`src/rtl/sub_seq_scheduler_pkg.sv`:
```
// Shared types and helpers for the sub-sequence scheduler.
package sub_seq_scheduler_pkg;

   // Run-issue FSM states.
   typedef enum logic [1:0] {
      StIdle,
      StIssue,
      StWait
   } state_e;

   // Width of a descriptor write word {en, period, cnt, addr}.
   function automatic int unsigned cfg_data_wd(input int unsigned nl_addr_wd,
                                               input int unsigned period_wd);
      return 1 + period_wd + 2 * nl_addr_wd;
   endfunction

   // Bit offsets of each descriptor field inside the write word (addr in LSBs).
   function automatic int unsigned cfg_cnt_lsb(input int unsigned nl_addr_wd);
      return nl_addr_wd;
   endfunction

   function automatic int unsigned cfg_period_lsb(input int unsigned nl_addr_wd);
      return 2 * nl_addr_wd;
   endfunction

   function automatic int unsigned cfg_en_bit(input int unsigned nl_addr_wd,
                                              input int unsigned period_wd);
      return 2 * nl_addr_wd + period_wd;
   endfunction

endpackage

```
`src/rtl/sub_seq_scheduler_rr_pick.sv`:
```
// Round-robin first-set finder: lowest set bit at or above ptr, else lowest set bit overall.
module sub_seq_scheduler_rr_pick #(
   parameter int unsigned NUM_SLOTS = 8,
   parameter int unsigned SLOT_WD   = 3
) (
   input  logic [NUM_SLOTS-1:0] pending,
   input  logic [SLOT_WD-1:0]   ptr,
   output logic [SLOT_WD-1:0]   idx,
   output logic                 valid
);

   logic [SLOT_WD-1:0] hi_idx;
   logic [SLOT_WD-1:0] lo_idx;
   logic               hi_valid;
   logic               lo_valid;

   // Two scans: one restricted to slots at/after the pointer, one unrestricted for the wrap.
   always_comb begin
      hi_idx   = '0;
      lo_idx   = '0;
      hi_valid = 1'b0;
      lo_valid = 1'b0;
      for (int j = 0; j < NUM_SLOTS; j++) begin
         if (!hi_valid && pending[j] && (SLOT_WD'(j) >= ptr)) begin
            hi_valid = 1'b1;
            hi_idx   = SLOT_WD'(j);
         end
         if (!lo_valid && pending[j]) begin
            lo_valid = 1'b1;
            lo_idx   = SLOT_WD'(j);
         end
      end
      valid = hi_valid | lo_valid;
      idx   = hi_valid ? hi_idx : lo_idx;
   end

endmodule

```
`src/rtl/sub_seq_scheduler.sv`:
```
// Periodic sub-sequence scheduler: descriptor table, per-slot tick countdowns, and a
// one-at-a-time run-issue FSM feeding the Sequencer.
module sub_seq_scheduler
   import sub_seq_scheduler_pkg::*;
#(
   parameter int unsigned NL_ADDR_WD    = 9,
   parameter int unsigned NUM_SLOTS     = 8,
   parameter int unsigned SLOT_WD       = 3,
   parameter int unsigned PERIOD_WD     = 16,
   parameter int unsigned TIMEOUT_TICKS = 1000
) (
   input  logic                                            clk,
   input  logic                                            reset,
   input  logic                                            enable,
   input  logic                                            sys_tmr_strb,
   input  logic                                            cfg_wr_strb,
   input  logic [SLOT_WD-1:0]                              cfg_wr_idx,
   input  logic [cfg_data_wd(NL_ADDR_WD, PERIOD_WD)-1:0]   cfg_wr_data,
   input  logic                                            host_req_strb,
   input  logic [SLOT_WD-1:0]                              host_req_idx,
   input  logic                                            sub_seq_done,
   output logic                                            sub_seq_strb,
   output logic [NL_ADDR_WD-1:0]                           sub_seq_addr,
   output logic [NL_ADDR_WD-1:0]                           sub_seq_cnt,
   output logic                                            busy,
   output logic [SLOT_WD-1:0]                              active_idx,
   output logic                                            overrun_strb,
   output logic                                            timeout_strb,
   output logic [SLOT_WD-1:0]                              err_idx
);

   localparam int unsigned TMO_WD = $clog2(TIMEOUT_TICKS + 1);

   // Field order matches the write word, so a write is a plain cast.
   typedef struct packed {
      logic                  en;
      logic [PERIOD_WD-1:0]  period;
      logic [NL_ADDR_WD-1:0] cnt;
      logic [NL_ADDR_WD-1:0] addr;
   } slot_t;

   slot_t                 slot_q  [NUM_SLOTS];
   slot_t                 slot_d  [NUM_SLOTS];
   logic [PERIOD_WD-1:0]  cdown_q [NUM_SLOTS];
   logic [PERIOD_WD-1:0]  cdown_d [NUM_SLOTS];
   slot_t                 cfg_slot;

   logic [NUM_SLOTS-1:0]  pend_q, pend_d;
   logic [NUM_SLOTS-1:0]  due_vec, host_vec, wr_vec, clr_vec;
   logic [NUM_SLOTS-1:0]  ovr_tick, ovr_host;

   state_e                state_q, state_d;
   logic [SLOT_WD-1:0]    ptr_q, ptr_d;
   logic [SLOT_WD-1:0]    act_q, act_d;
   logic [SLOT_WD-1:0]    err_q, err_d;
   logic [SLOT_WD-1:0]    pick_idx, ovr_idx;
   logic                  pick_valid, sel_go, tick_en;
   logic                  ovr_d, ovr_q, tmo_strb_d, tmo_strb_q;
   logic [NL_ADDR_WD-1:0] addr_q, addr_d, cnt_q, cnt_d;
   logic [TMO_WD-1:0]     tmo_q, tmo_d;

   assign cfg_slot = slot_t'(cfg_wr_data);
   assign tick_en  = sys_tmr_strb & enable;
   assign clr_vec  = sel_go ? (NUM_SLOTS'(1) << pick_idx) : '0;

   sub_seq_scheduler_rr_pick #(
      .NUM_SLOTS (NUM_SLOTS),
      .SLOT_WD   (SLOT_WD)
   ) u_rr_pick (
      .pending (pend_q),
      .ptr     (ptr_q),
      .idx     (pick_idx),
      .valid   (pick_valid)
   );

   // Per-slot event decode: timer due, accepted host request, config write hit.
   always_comb begin
      due_vec  = '0;
      host_vec = '0;
      wr_vec   = '0;
      for (int i = 0; i < NUM_SLOTS; i++) begin
         due_vec[i]  = tick_en && slot_q[i].en && (slot_q[i].period != '0) &&
                       (cdown_q[i] == PERIOD_WD'(1));
         host_vec[i] = host_req_strb && (host_req_idx == SLOT_WD'(i)) && slot_q[i].en;
         wr_vec[i]   = cfg_wr_strb && (cfg_wr_idx == SLOT_WD'(i));
      end
   end

   // Table, countdown and pending update; a new due/request beats the issue-time clear.
   always_comb begin
      pend_d   = pend_q;
      ovr_tick = '0;
      ovr_host = '0;
      for (int i = 0; i < NUM_SLOTS; i++) begin
         slot_d[i]  = slot_q[i];
         cdown_d[i] = cdown_q[i];
         if (wr_vec[i]) begin
            slot_d[i]  = cfg_slot;
            cdown_d[i] = cfg_slot.period;
            pend_d[i]  = 1'b0;
         end else begin
            if (tick_en && slot_q[i].en && (slot_q[i].period != '0)) begin
               cdown_d[i] = due_vec[i] ? slot_q[i].period : cdown_q[i] - 1'b1;
            end
            ovr_tick[i] = due_vec[i] && pend_q[i] && !clr_vec[i];
            ovr_host[i] = host_vec[i] && pend_q[i] && !clr_vec[i];
            if (due_vec[i] || host_vec[i]) begin
               pend_d[i] = 1'b1;
            end else if (clr_vec[i]) begin
               pend_d[i] = 1'b0;
            end
         end
      end
   end

   // Overrun report: lowest tick-sourced slot first, host request only if no tick overrun.
   always_comb begin
      ovr_d   = 1'b0;
      ovr_idx = host_req_idx;
      for (int i = NUM_SLOTS - 1; i >= 0; i--) begin
         if (ovr_tick[i]) begin
            ovr_d   = 1'b1;
            ovr_idx = SLOT_WD'(i);
         end
      end
      if (!ovr_d && (|ovr_host)) begin
         ovr_d = 1'b1;
      end
   end

   // Error index; a timeout owns it if both strobes fire together.
   always_comb begin
      err_d = err_q;
      if (tmo_strb_d) begin
         err_d = act_q;
      end else if (ovr_d) begin
         err_d = ovr_idx;
      end
   end

   // Issue FSM next state; run descriptor is latched on the IDLE->ISSUE edge.
   always_comb begin
      state_d    = state_q;
      ptr_d      = ptr_q;
      act_d      = act_q;
      addr_d     = addr_q;
      cnt_d      = cnt_q;
      tmo_d      = tmo_q;
      tmo_strb_d = 1'b0;
      sel_go     = 1'b0;
      unique case (state_q)
         StIdle: begin
            if (enable && pick_valid) begin
               sel_go = 1'b1;
               // Zero-length runs are dropped without touching the Sequencer.
               if (slot_q[pick_idx].cnt != '0) begin
                  state_d = StIssue;
                  act_d   = pick_idx;
                  addr_d  = slot_q[pick_idx].addr;
                  cnt_d   = slot_q[pick_idx].cnt;
                  ptr_d   = (pick_idx == SLOT_WD'(NUM_SLOTS - 1)) ? '0 : pick_idx + 1'b1;
               end
            end
         end
         StIssue: begin
            tmo_d   = '0;
            state_d = StWait;
         end
         StWait: begin
            if (sub_seq_done) begin
               state_d = StIdle;
            end else if (sys_tmr_strb) begin
               if (tmo_q == TMO_WD'(TIMEOUT_TICKS - 1)) begin
                  tmo_strb_d = 1'b1;
                  state_d    = StIdle;
               end else begin
                  tmo_d = tmo_q + 1'b1;
               end
            end
         end
         default: state_d = StIdle;
      endcase
   end

   // State registers with synchronous reset.
   always_ff @(posedge clk) begin
      if (reset) begin
         for (int i = 0; i < NUM_SLOTS; i++) begin
            slot_q[i]  <= '0;
            cdown_q[i] <= '0;
         end
         pend_q     <= '0;
         state_q    <= StIdle;
         ptr_q      <= '0;
         act_q      <= '0;
         err_q      <= '0;
         addr_q     <= '0;
         cnt_q      <= '0;
         tmo_q      <= '0;
         ovr_q      <= 1'b0;
         tmo_strb_q <= 1'b0;
      end else begin
         slot_q     <= slot_d;
         cdown_q    <= cdown_d;
         pend_q     <= pend_d;
         state_q    <= state_d;
         ptr_q      <= ptr_d;
         act_q      <= act_d;
         err_q      <= err_d;
         addr_q     <= addr_d;
         cnt_q      <= cnt_d;
         tmo_q      <= tmo_d;
         ovr_q      <= ovr_d;
         tmo_strb_q <= tmo_strb_d;
      end
   end

   assign sub_seq_strb = (state_q == StIssue);
   assign busy         = (state_q != StIdle);
   assign sub_seq_addr = addr_q;
   assign sub_seq_cnt  = cnt_q;
   assign active_idx   = act_q;
   assign overrun_strb = ovr_q;
   assign timeout_strb = tmo_strb_q;
   assign err_idx      = err_q;

endmodule

```
`config.mk`:
```
export PLATFORM = sky130hd
export DESIGN_NAME = sub_seq_scheduler
export DESIGN_NICKNAME = d
export VERILOG_FILES = /design/src/rtl/sub_seq_scheduler_pkg.sv /design/src/rtl/sub_seq_scheduler_rr_pick.sv /design/src/rtl/sub_seq_scheduler.sv
export SDC_FILE = /design/constraint.sdc
export NUM_CORES = 1
export LEC_CHECK = 0
export ABC_AREA = 1
export CAP_MARGIN = 20
export CORE_UTILIZATION = 35
export DETAILED_ROUTE_END_ITERATION = 8
export GPL_ROUTABILITY_DRIVEN = 0
export GPL_TIMING_DRIVEN = 0
export SLEW_MARGIN = 30
export SYNTH_ARGS = -nofsm -noshare
export SYNTH_HDL_FRONTEND = slang
export SYNTH_SLANG_ARGS = --single-unit
export TNS_END_PERCENT = 30
```
`constraint.sdc`:
```
create_clock -name clk -period 3.83 [get_ports clk]
set_input_delay 0.383 -clock clk [delete_from_list [all_inputs] [get_ports clk]]
set_output_delay 0.383 -clock clk [all_outputs]
set_load 0.02 [all_outputs]
```
==> metrics.yaml <==
antenna_found_initial: 4
grt_pass1_wl_microns: 131800
worstPathRequired_ns: 4.34
viasPerCell: 5.423
total_power_mw: 11.59
layout_common_cells: "nand2_1, nor2_1, dfxtp_1"
vdd_ir_drop_max_mv: 0.3058
die_w_microns: 256.9
routedWlPerCell_microns: 19.89
finalCritPeriodShare_pct: 91.63
r2r_cells: 21
outcome: "finished, final reports clean"
cts_root_buf: "clkbuf_16"
hpwlAfterDp_microns: 61690
core_area_sq_um: 64350
drtIter0Drc: 2696
portBuffers: 57
setup_viol: 0
totalWireLength_microns: 86690
worst_pin_slew_ns: 1.036
clock.fmax_mhz: 284.9
synthFlopType: "dfxtp_1"
dieArea_sq_um: 66000
syn_inst: 3354
final_nets: 3535
ios: 76
finClkSkew_ns: 0.01088
arrival_ns: 4.02
setup.worst_path.end_class: "flop"
layout_commonest_cell: "nand2_1"
nFillCells: 6802
synth_mux_area_share_pct: 0
synthesis.nets: 3425
yosysWarnings: 0
r2r_start: "pend_q[0]"
worstHoldEndpoint: "slot_q[175]"
crit_type: "flop to flop"
syn_to_final_growth_pct: 14.79
ys_ff_latch: 457
fin_ws_ns: 0.3205
cts_max_level: 2
overflow: 0
grt_max_degree: 21
cts_sinks: 457
vias: 23640
r2r_slack_ns: 0.32
synth_compound_area_share_pct: 19.50
cts_tree: "done"
cts_buffers: 52
rows: 93
p_leak_nw: 10.58
synth_edf_count: 0
dp_slack_ns: -0.06618
initial_core_util_pct: 35.34
regToRegEndpoint: "err_idx[0]"
placed_cell_area_sq_um: 24400
hold-path-cell-count: 3
cp-start-kind: "flop"
dieHeight_microns: 256.9
ys_types: 47
drive_gt1_share_pct: 3.853
power_density_nw_per_um2: 443.9
hold_start: "cfg_wr_data[0]"
synth_xor_area_share_pct: 2.003
final_cell_area_sq_um: 26100
dp.cells: 4267
synthSimpleGateAreaFrac_pct: 27.79
cts_buffer_depth: 3
period_needed_ns: 3.510
clock_latency_ns: 0.62
grtUsageTotal_pct: 25.75
first_global_vias: 21870
path_clk_slew_ns: 0.06
worstHoldPathType: "primary input to flop"
layout.cells.non_filler: 4359
synth.avg_cell_area_sq_um: 6.780
synth_top_family_by_area: "simple AND/OR/NAND/NOR gates"
cap_violations: 0
antenna_cells: 0
cp_max_fo: 10
ys_seq_area_share_pct: 40.23
drt_first_pass_iters: 6
slew_violations: 0
synthAdderAreaFrac_pct: 1.265
drc: 0
async_reset_ff_share_pct: 0
syn_area_sq_um: 22740
rsz0062_at_grt: "no"
antenna_left: 0
slew_headroom_pct: 30.91
hold_viol_final: 0
area by class of cell:
class,instances,area [sq um],share of cell area (%)
multi-input combinational,2351,11510,44.08
tap,855,1070,4.098
buffer,171,700.7,2.684
clock buffer,79,1524,5.838
timing repair buffer,60,596.8,2.286
clock inverter,15,165.2,0.6327
inverter,371,1393,5.335
sequential,457,9149,35.05
registers in the layout (all words and copies together) (netlist names), 2 cells and up:
name	flops
tmo_q	10
err_idx	3
sub_seq_addr	9
state_q	2
ptr_q	3
sub_seq_cnt	9
cdown_q	128
active_idx	3
pend_q	8
slot_q	280
metal layers:
layer | wire length (microns) | track usage [%]
met5 | 34 | 0
met4 | 3360 | 10.15
met3 | 7671 | 4.768
met2 | 37210 | 39.35
met1 | 38410 | 35.66
worst max-delay path: stages (launching register included):
cell and delay [ns]:
dfxtp_1 0.36, inv_1 0.13, nor2_1 0.07, o21ai_1 0.19, nand2_1 0.13, nor2_2 0.14
nand2_2 0.10, o21ai_2 0.28, buf_2 0.36, clkbuf_4 0.32, ha_1 0.19, nand2_1 0.09
nand2_1 0.10, o21ai_1 0.12, nor2_1 0.15, nand2_1 0.11, nor2_4 0.19, nand2_1 0.11
nand3b_1 0.10, nand2_1 0.05, nand2_1 0.05, nand2_1 0.05
what timing repair did:
| action | in CTS | in global routing |
|---|---|---|
| hold buffers | 0 | 0 |
| setup endpoints to repair | 3 | 4 |
| buffers inserted | 0 | 2 |
| pin swaps | 0 | 1 |
| gates resized for setup | 3 | 4 |
how the worst max path moves through the flow:
| stage | start | end | slack, ns | cells past startpoint |
|---|---|---|---|---|
| floorplan | pend_q[1] | err_idx[0] | 0.86 | 24 |
| detailed placement | pend_q[0] | err_idx[0] | -0.07 | 23 |
| global route | pend_q[0] | err_idx[0] | 0.007 | 22 |
| finish | pend_q[0] | err_idx[0] | 0.32 | 21 |
| global placement | pend_q[0] | err_idx[0] | -0.07 | 24 |
| CTS | pend_q[0] | err_idx[0] | 0.004 | 23 |
where the power goes:
group	switching (mW)	leakage (nW)	internal [mW]
clock network	2.13	0.823	2.93
registers	0.0993	3.70	4.89
logic	1.05	6.05	0.482
synthesized netlist by cell type, types with 2 or more instances:
cell	n	area share, %
o311ai_0	6	0.23
nor2_2	5	0.14
nand3b_1	25	0.83
nor2_1	489	8.1
o211ai_1	93	3.1
a21oi_1	215	4.7
o21ai_1	9	0.20
clkbuf_1	135	2.2
xor2_1	33	1.3
o22ai_1	54	1.5
clkbuf_2	5	0.11
inv_2	7	0.12
dfxtp_1	457	40
buf_2	14	0.31
o21bai_1	12	0.40
nand2_2	2	0.055
buf_1	16	0.26
ha_1	23	1.3
or2_2	3	0.083
o221ai_1	30	1.2
clkinv_1	7	0.12
o31ai_1	6	0.20
o21ai_0	249	5.5
nand4_1	40	1.1
a31oi_1	82	2.3
nor4_1	28	0.77
inv_1	357	5.9
nand3_2	2	0.088
nand2_1	660	11
nor3_1	30	0.66
buf_4	4	0.13
xnor2_1	19	0.73
nand3_1	223	4.9
logic make-up after synthesis:
logic type | count (synthesis)
and+or+nand+nor | 1512
AOI/OAI and AO/OA | 764
buffers and inverters | 546
DFF | 457
xor gates and xnor gates | 52
adders and majority gates | 23
per-stage QoR:
stage                     utilization [%]   TNS, ns  hold slack (ns)
after global placement              37.89  -0.07977           0.4392
after floorplan                         -         0           0.4245
after CTS                           40.54         0           0.2575
after global routing                40.57         0           0.2760
final                               40.57         0           0.2582
after detailed placement            37.92  -0.09949           0.4425
Power figures use the tool's default switching activity.
